--- src/rtl/point_dispatch_ctrl.sv ---
// Point dispatch controller: feeds point indices to validator cores, retires their verdicts
// round-robin and queues the selected indices in a show-ahead result FIFO.
module point_dispatch_ctrl #(
   parameter int unsigned IDX_W      = 32,
   parameter int unsigned CORES      = 8,
   parameter int unsigned FIFO_DEPTH = 64,
   parameter int unsigned CNT_W      = 32
) (
   input  logic                   clock,
   input  logic                   reset,
   input  logic                   start,
   input  logic                   pause,
   input  logic                   mode,
   input  logic [IDX_W-1:0]       point_cloud_size,
   input  logic [CORES-1:0]       core_done,
   input  logic [CORES-1:0]       core_outlier,
   output logic [CORES-1:0]       core_load,
   output logic [CORES*IDX_W-1:0] core_idx,
   output logic                   cache_adv,
   output logic [IDX_W-1:0]       out_idx,
   output logic                   out_valid,
   input  logic                   out_ready,
   output logic                   busy,
   output logic                   done,
   output logic [CNT_W-1:0]       outlier_count,
   output logic [CNT_W-1:0]       retired_count
);

   localparam int unsigned RR_W  = (CORES > 1) ? $clog2(CORES) : 1;
   localparam int unsigned SW    = RR_W + 1;
   localparam int unsigned PTR_W = $clog2(FIFO_DEPTH);
   localparam int unsigned CW    = PTR_W + 1;

   typedef enum logic [1:0] {StIdle, StRun, StDrain, StDone} state_e;
   state_e state_q, state_d;

   logic [IDX_W-1:0]       size_q, next_idx_q, push_idx;
   logic                   mode_q;
   logic [CORES-1:0]       busy_q;
   logic [RR_W-1:0]        rr_q, ld_c, rt_c;
   logic [SW-1:0]          sum;
   logic [CORES*IDX_W-1:0] idx_q;
   logic [CNT_W-1:0]       retired_q, outlier_q;
   logic [IDX_W-1:0]       mem_q [FIFO_DEPTH];
   logic [PTR_W-1:0]       wr_q, rd_q;
   logic [CW-1:0]          count_q;
   logic start_ok, active, any_free, found, selected, full, dispatch, retire, push, pop;

   assign start_ok = start && ((state_q == StIdle) || (state_q == StDone));
   assign active   = (state_q == StRun) && !pause && !reset;
   assign full     = (count_q == CW'(FIFO_DEPTH));
   assign selected = core_outlier[rt_c] ^ mode_q;
   assign dispatch = active && (next_idx_q < size_q) && any_free;
   // A selected verdict with a full FIFO waits in its core; a same-cycle pop does not help.
   assign retire   = active && found && !(selected && full);
   assign push     = retire && selected;
   assign pop      = out_valid && out_ready;

   always_comb begin
      any_free = 1'b0;
      ld_c     = '0;
      for (int c = int'(CORES) - 1; c >= 0; c--) begin
         if (!busy_q[c]) begin
            any_free = 1'b1;
            ld_c     = RR_W'(c);
         end
      end
   end

   always_comb begin
      found = 1'b0;
      rt_c  = '0;
      sum   = '0;
      for (int k = 0; k < int'(CORES); k++) begin
         sum = {1'b0, rr_q} + SW'(k);
         if (sum >= SW'(CORES)) sum = sum - SW'(CORES);
         if (!found && busy_q[sum[RR_W-1:0]] && core_done[sum[RR_W-1:0]]) begin
            found = 1'b1;
            rt_c  = sum[RR_W-1:0];
         end
      end
   end

   always_comb begin
      push_idx = '0;
      for (int c = 0; c < int'(CORES); c++) begin
         if (rt_c == RR_W'(c)) push_idx = idx_q[c*IDX_W +: IDX_W];
      end
   end

   always_ff @(posedge clock) begin
      if (reset) state_q <= StIdle;
      else       state_q <= state_d;
   end

   always_comb begin
      state_d = state_q;
      unique case (state_q)
         StIdle, StDone: begin
            if (start_ok) state_d = (point_cloud_size == '0) ? StDone : StRun;
         end
         StRun: begin
            if ((next_idx_q == size_q) && (busy_q == '0)) state_d = StDrain;
         end
         StDrain: begin
            if (count_q == '0) state_d = StDone;
         end
         default: state_d = StIdle;
      endcase
   end

   always_comb begin
      busy      = (state_q == StRun) || (state_q == StDrain);
      done      = (state_q == StDone);
      cache_adv = dispatch;
      core_load = '0;
      core_idx  = idx_q;
      for (int c = 0; c < int'(CORES); c++) begin
         if (dispatch && (ld_c == RR_W'(c))) begin
            core_load[c]               = 1'b1;
            core_idx[c*IDX_W +: IDX_W] = next_idx_q;
         end
      end
      out_valid = (count_q != '0);
      out_idx   = out_valid ? mem_q[rd_q] : '0;
   end

   assign retired_count = retired_q;
   assign outlier_count = outlier_q;

   always_ff @(posedge clock) begin
      if (reset) begin
         size_q     <= '0;
         mode_q     <= 1'b0;
         next_idx_q <= '0;
         busy_q     <= '0;
         rr_q       <= '0;
         idx_q      <= '0;
         retired_q  <= '0;
         outlier_q  <= '0;
         wr_q       <= '0;
         rd_q       <= '0;
         count_q    <= '0;
      end else if (start_ok) begin
         size_q     <= point_cloud_size;
         mode_q     <= mode;
         next_idx_q <= '0;
         retired_q  <= '0;
         outlier_q  <= '0;
         wr_q       <= '0;
         rd_q       <= '0;
         count_q    <= '0;
      end else begin
         if (dispatch) begin
            next_idx_q <= next_idx_q + IDX_W'(1);
            idx_q      <= core_idx;
         end
         for (int c = 0; c < int'(CORES); c++) begin
            if (retire && (rt_c == RR_W'(c)))         busy_q[c] <= 1'b0;
            else if (dispatch && (ld_c == RR_W'(c))) busy_q[c] <= 1'b1;
         end
         if (retire) begin
            rr_q <= (rt_c == RR_W'(CORES - 1)) ? '0 : rt_c + RR_W'(1);
            if (retired_q != '1) retired_q <= retired_q + CNT_W'(1);
            if (core_outlier[rt_c] && (outlier_q != '1)) outlier_q <= outlier_q + CNT_W'(1);
         end
         if (push) wr_q <= wr_q + PTR_W'(1);
         if (pop)  rd_q <= rd_q + PTR_W'(1);
         if (push && !pop)      count_q <= count_q + CW'(1);
         else if (pop && !push) count_q <= count_q - CW'(1);
      end
   end

   always_ff @(posedge clock) begin
      if (push) mem_q[wr_q] <= push_idx;
   end

endmodule

--- config.mk ---
export PLATFORM = sky130hd
export DESIGN_NAME = point_dispatch_ctrl
export DESIGN_NICKNAME = d
export VERILOG_FILES = /design/src/rtl/point_dispatch_ctrl.sv
export SDC_FILE = /design/constraint.sdc
export NUM_CORES = 2
export LEC_CHECK = 0
export ABC_AREA = 1
export CORE_ASPECT_RATIO = 0.6
export CORE_MARGIN = 10
export CORE_UTILIZATION = 45
export CTS_CLUSTER_DIAMETER = 50
export CTS_CLUSTER_SIZE = 14
export DETAILED_ROUTE_END_ITERATION = 10
export GPL_TIMING_DRIVEN = 0
export SETUP_SLACK_MARGIN = 0.3
export SYNTH_ARGS = -nofsm -noshare
export SYNTH_HDL_FRONTEND = slang
export SYNTH_SLANG_ARGS = --single-unit
export TNS_END_PERCENT = 50
--- constraint.sdc ---
create_clock -name clock -period 5.95 [get_ports clock]
set_input_delay 0.595 -clock clock [delete_from_list [all_inputs] [get_ports clock]]
set_output_delay 0.595 -clock clock [all_outputs]
set_load 0.01 [all_outputs]
==> out/results.tsv <==
stage	metric	value	unit
cts	Clock transition at path regs	0.06	ns
sta	Layout Skew	0.0583	ns
place	routability cong.	1.06	
grt	total congestion overflow	0	
critical_path	CP max FO	13	
layout	Final Instance Area	129000	um2
critical_path	Critical Path Source Type	flip-flop	
floorplanning	Die Ht	396	um
yosys	flops & latches, synth	2471	
detailed_routing	DR top layer	met5	
cts	H-tree depth	4	
sta	Achievable Freq	163	MHz
layout	Layout Cells excl Fill	14400	
yosys	post-synthesis area per instance	10.4	um2
sta	final setup violation count	25	
detailed_routing	met2 routed WL	195	mm
yosys	syn nets	10300	
place	Area after DPL	118000	um2
place	placed insts	13800	
sta	worst-margin pin slew	1.61	ns
pwr	power per cell area	433	nW/um2
yosys	mux share of post-synthesis cell area	0	%
layout	fillers	20200	
grt	first-pass GRT wire length	728	mm
grt	gr usage total	41.7	%
cts	CTS sink cnt	2471	
critical_path	CP Capture Type	primary output	
layout	share of cells above drive strength 1	11.6	%
yosys	count leader, synth	edfxtp_1	
yosys	Yosys top cell area share	58.1	%
critical_path	crit path DAT	5.55	ns
sta	Tmin final	6.15	ns
floorplanning	IO Pins	418	
sta	Final TNS setup	-2.17	ns
place	pre-CTS setup slack	-3.45	ns
detailed_routing	Vias per Instance	6.67	
floorplanning	# rows	137	
yosys	EDFF count, synth	2048	
yosys	main combinational cell family by area after synthesis	compound AO/OA/AOI/OAI gates	
yosys	Cells after Synth	10200	
pwr	Leak Pwr	45.3	nW
detailed_routing	ANT nets after route	0	
sta	worst setup margin	-0.195	ns
yosys	post-synthesis simple-gate area fraction	11.6	%
run	max cap viols	1	
yosys	Distinct cells, synth	59	
floorplanning	core area	233000	um2
yosys	sequential area share after synthesis	66.1	%
yosys	Synth Area in Compound Gates	15.5	%
yosys	Post-Synth Adder-Cell Area	0.669	%
detailed_routing	drt initial violations	19900	
detailed_routing	drt wl/cell	39.6	um
critical_path	Critical Path RT	5.36	ns
yosys	asr flop ratio synth	0	%
worst_hold_path	hold crit path type	in2reg	
yosys	Synth Cell Area	106000	um2
cts	root buf cell	clkbuf_16	
yosys	total number of yosys warnings	0	
run_status	failing checks	capacitance limit, slew limit, setup timing	
yosys	ys flop type	edfxtp_1	
critical_path	WS Path Type	reg2out	
detailed_routing	WL final	569	mm
cts	Num CTS Buffers	219	
sta	final period utilization	103	%
cts	TritonCTS clock tree	yes	
yosys	Synth top cells by count	edfxtp_1, o21ai_0, nor2_1	
yosys	xor and xnor area share after synthesis	0.547	%
detailed_routing	DR vias	95900	
grt	largest net degree at the start of global routing	65	
pwr	peak supply drop	275	uV
place	DPL Wire Length	414	mm
floorplanning	die area	256000	um2
run_status	status	finished, violations left	
sta	fin. max-slew vios	11	
cts	CTS Buffer Depth	4	
yosys	Area contributors post-synth	edfxtp_1, o21ai_0, dfxtp_1	
detailed_routing	DRC	0	
layout	Area Growth Syn to Fin	21.5	%
grt	antenna violations before repair	60	
detailed_routing	met3 WL	123	mm
detailed_routing	DRT Pass-1 Iters	10	
detailed_routing	WL met1	223	mm
floorplanning	Starting Density	45.4	%
sta	endpoints failing hold	0	
grt	vias in the first global route	81700	
cts	Worst-Skew Late Latency	0.93	ns
sta	max_slew headroom	-7.25	%
sta	RSZ-0062 raised after global routing	yes	
floorplanning	Die X	646	um
layout	nets	11200	
yosys	area leader, netlist	edfxtp_1	
place	Port Buffer Count	417	
worst max-delay path, cell delays in order, from the launching register on:
cell and delay, ns:
dfxtp_1 0.32, clkbuf_8 0.29, clkbuf_2 0.19, buf_12 0.22, clkbuf_2 0.35, clkbuf_8 0.36, clkbuf_8 0.35, nor2_1 0.09
o22ai_1 0.43, o21ai_0 0.26, o22ai_2 0.52, a21oi_2 0.27, a311oi_2 0.32, clkdlybuf4s50_1 0.60
state kept, by name (all words and copies together), names as in the netlist, named ones only:
signal / count
idx_q: 256
mem_q: 2048
wr_q: 6
mode_q: 1
next_idx_q: 32
retired_count: 32
outlier_count: 32
rd_q: 6
busy_q: 8
state_q: 2
count_q: 7
size_q: 32
rr_q: 3
through the flow:
| step | hold WS, ns | power (mW) | util (%) |
|---|---|---|---|
| finish | 0.376 | 55.7 | 55.1 |
| global route | 0.418 | 55.8 | 55.1 |
| CTS | 0.359 | 53.1 | 54.3 |
| detailed placement | 0.459 | 38.6 | 50.5 |
| global placement | 0.459 | 38.2 | 48.9 |
| floorplan | 0.435 | 28.1 | - |
power by group:
group | switching, mW | internal [mW]
Sequential | 0.150 | 19.7
Clock | 6.75 | 7.23
Combinational | 16.7 | 5.21
area by class of cell:
| class | instances | area [um2] | area share (%) |
|---|---|---|---|
| Sequential cell | 2471 | 70000 | 54.4 |
| Timing Repair Buffer | 708 | 8950 | 6.96 |
| Tap cell | 3127 | 3910 | 3.04 |
| Clock buffer | 272 | 5810 | 4.52 |
| Inverter | 797 | 3030 | 2.36 |
| Multi-Input combinational cell | 6173 | 32400 | 25.2 |
| Buffer | 727 | 3800 | 2.96 |
| Antenna cell | 58 | 145 | 0.113 |
| Clock inverter | 46 | 549 | 0.427 |
path summary, 6_finish.rpt:
check | start | end | slack, ns | cells after the start
max reg2reg | rr_q[1] | mem_q[12][11] | 0.25 | 30
max | flip-flop | out_idx[24] | -0.20 | 13
min | point_cloud_size[2] | size_q[2] | 0.38 | 3
min reg2reg | size_q[20] | size_q[20] | 0.47 | 2
logic make-up (layout without fill, tap and decap cells):
kind of cell / count (synthesis) / after routing
AOI/OAI and AO/OA: 3037 / 3037
xor gates and xnor gates: 64 / 64
adders and majority gates: 56 / 56
buffers and inverters: 1524 / 2550
DFF: 2471 / 2471
other: 0 / 58
and+or+nand+nor: 3010 / 3016
layer usage:
layer  up-vias  track usage (%)
met2      9193             48.7
met5         -             10.6
met4        44             12.5
li1      37800                -
met1     47500             59.1
met3      1398             28.2
layout by cell type (no fill, tap or decap), drive strengths merged, types with 75 or more instances in the layout:
| master | count |
|---|---|
| dfxtp | 423 |
| o21ai | 1903 |
| buf | 388 |
| clkbuf | 895 |
| o22ai | 528 |
| inv | 801 |
| o221ai | 75 |
| nor2 | 1491 |
| nand2 | 1050 |
| clkdlybuf4s50 | 411 |
| nand3 | 296 |
| edfxtp | 2048 |
| a21oi | 450 |
timing repair:
| action | in CTS | in global routing |
|---|---|---|
| setup endpoints to repair | 3636 | 3792 |
| gates resized for setup | 718 | 138 |
| hold buffers | 0 | 0 |
| buffers inserted | 24 | 113 |
| cloned | 0 | 17 |
| pin swaps | 35 | 50 |
No activity file was read; power rests on OpenSTA's default activity.
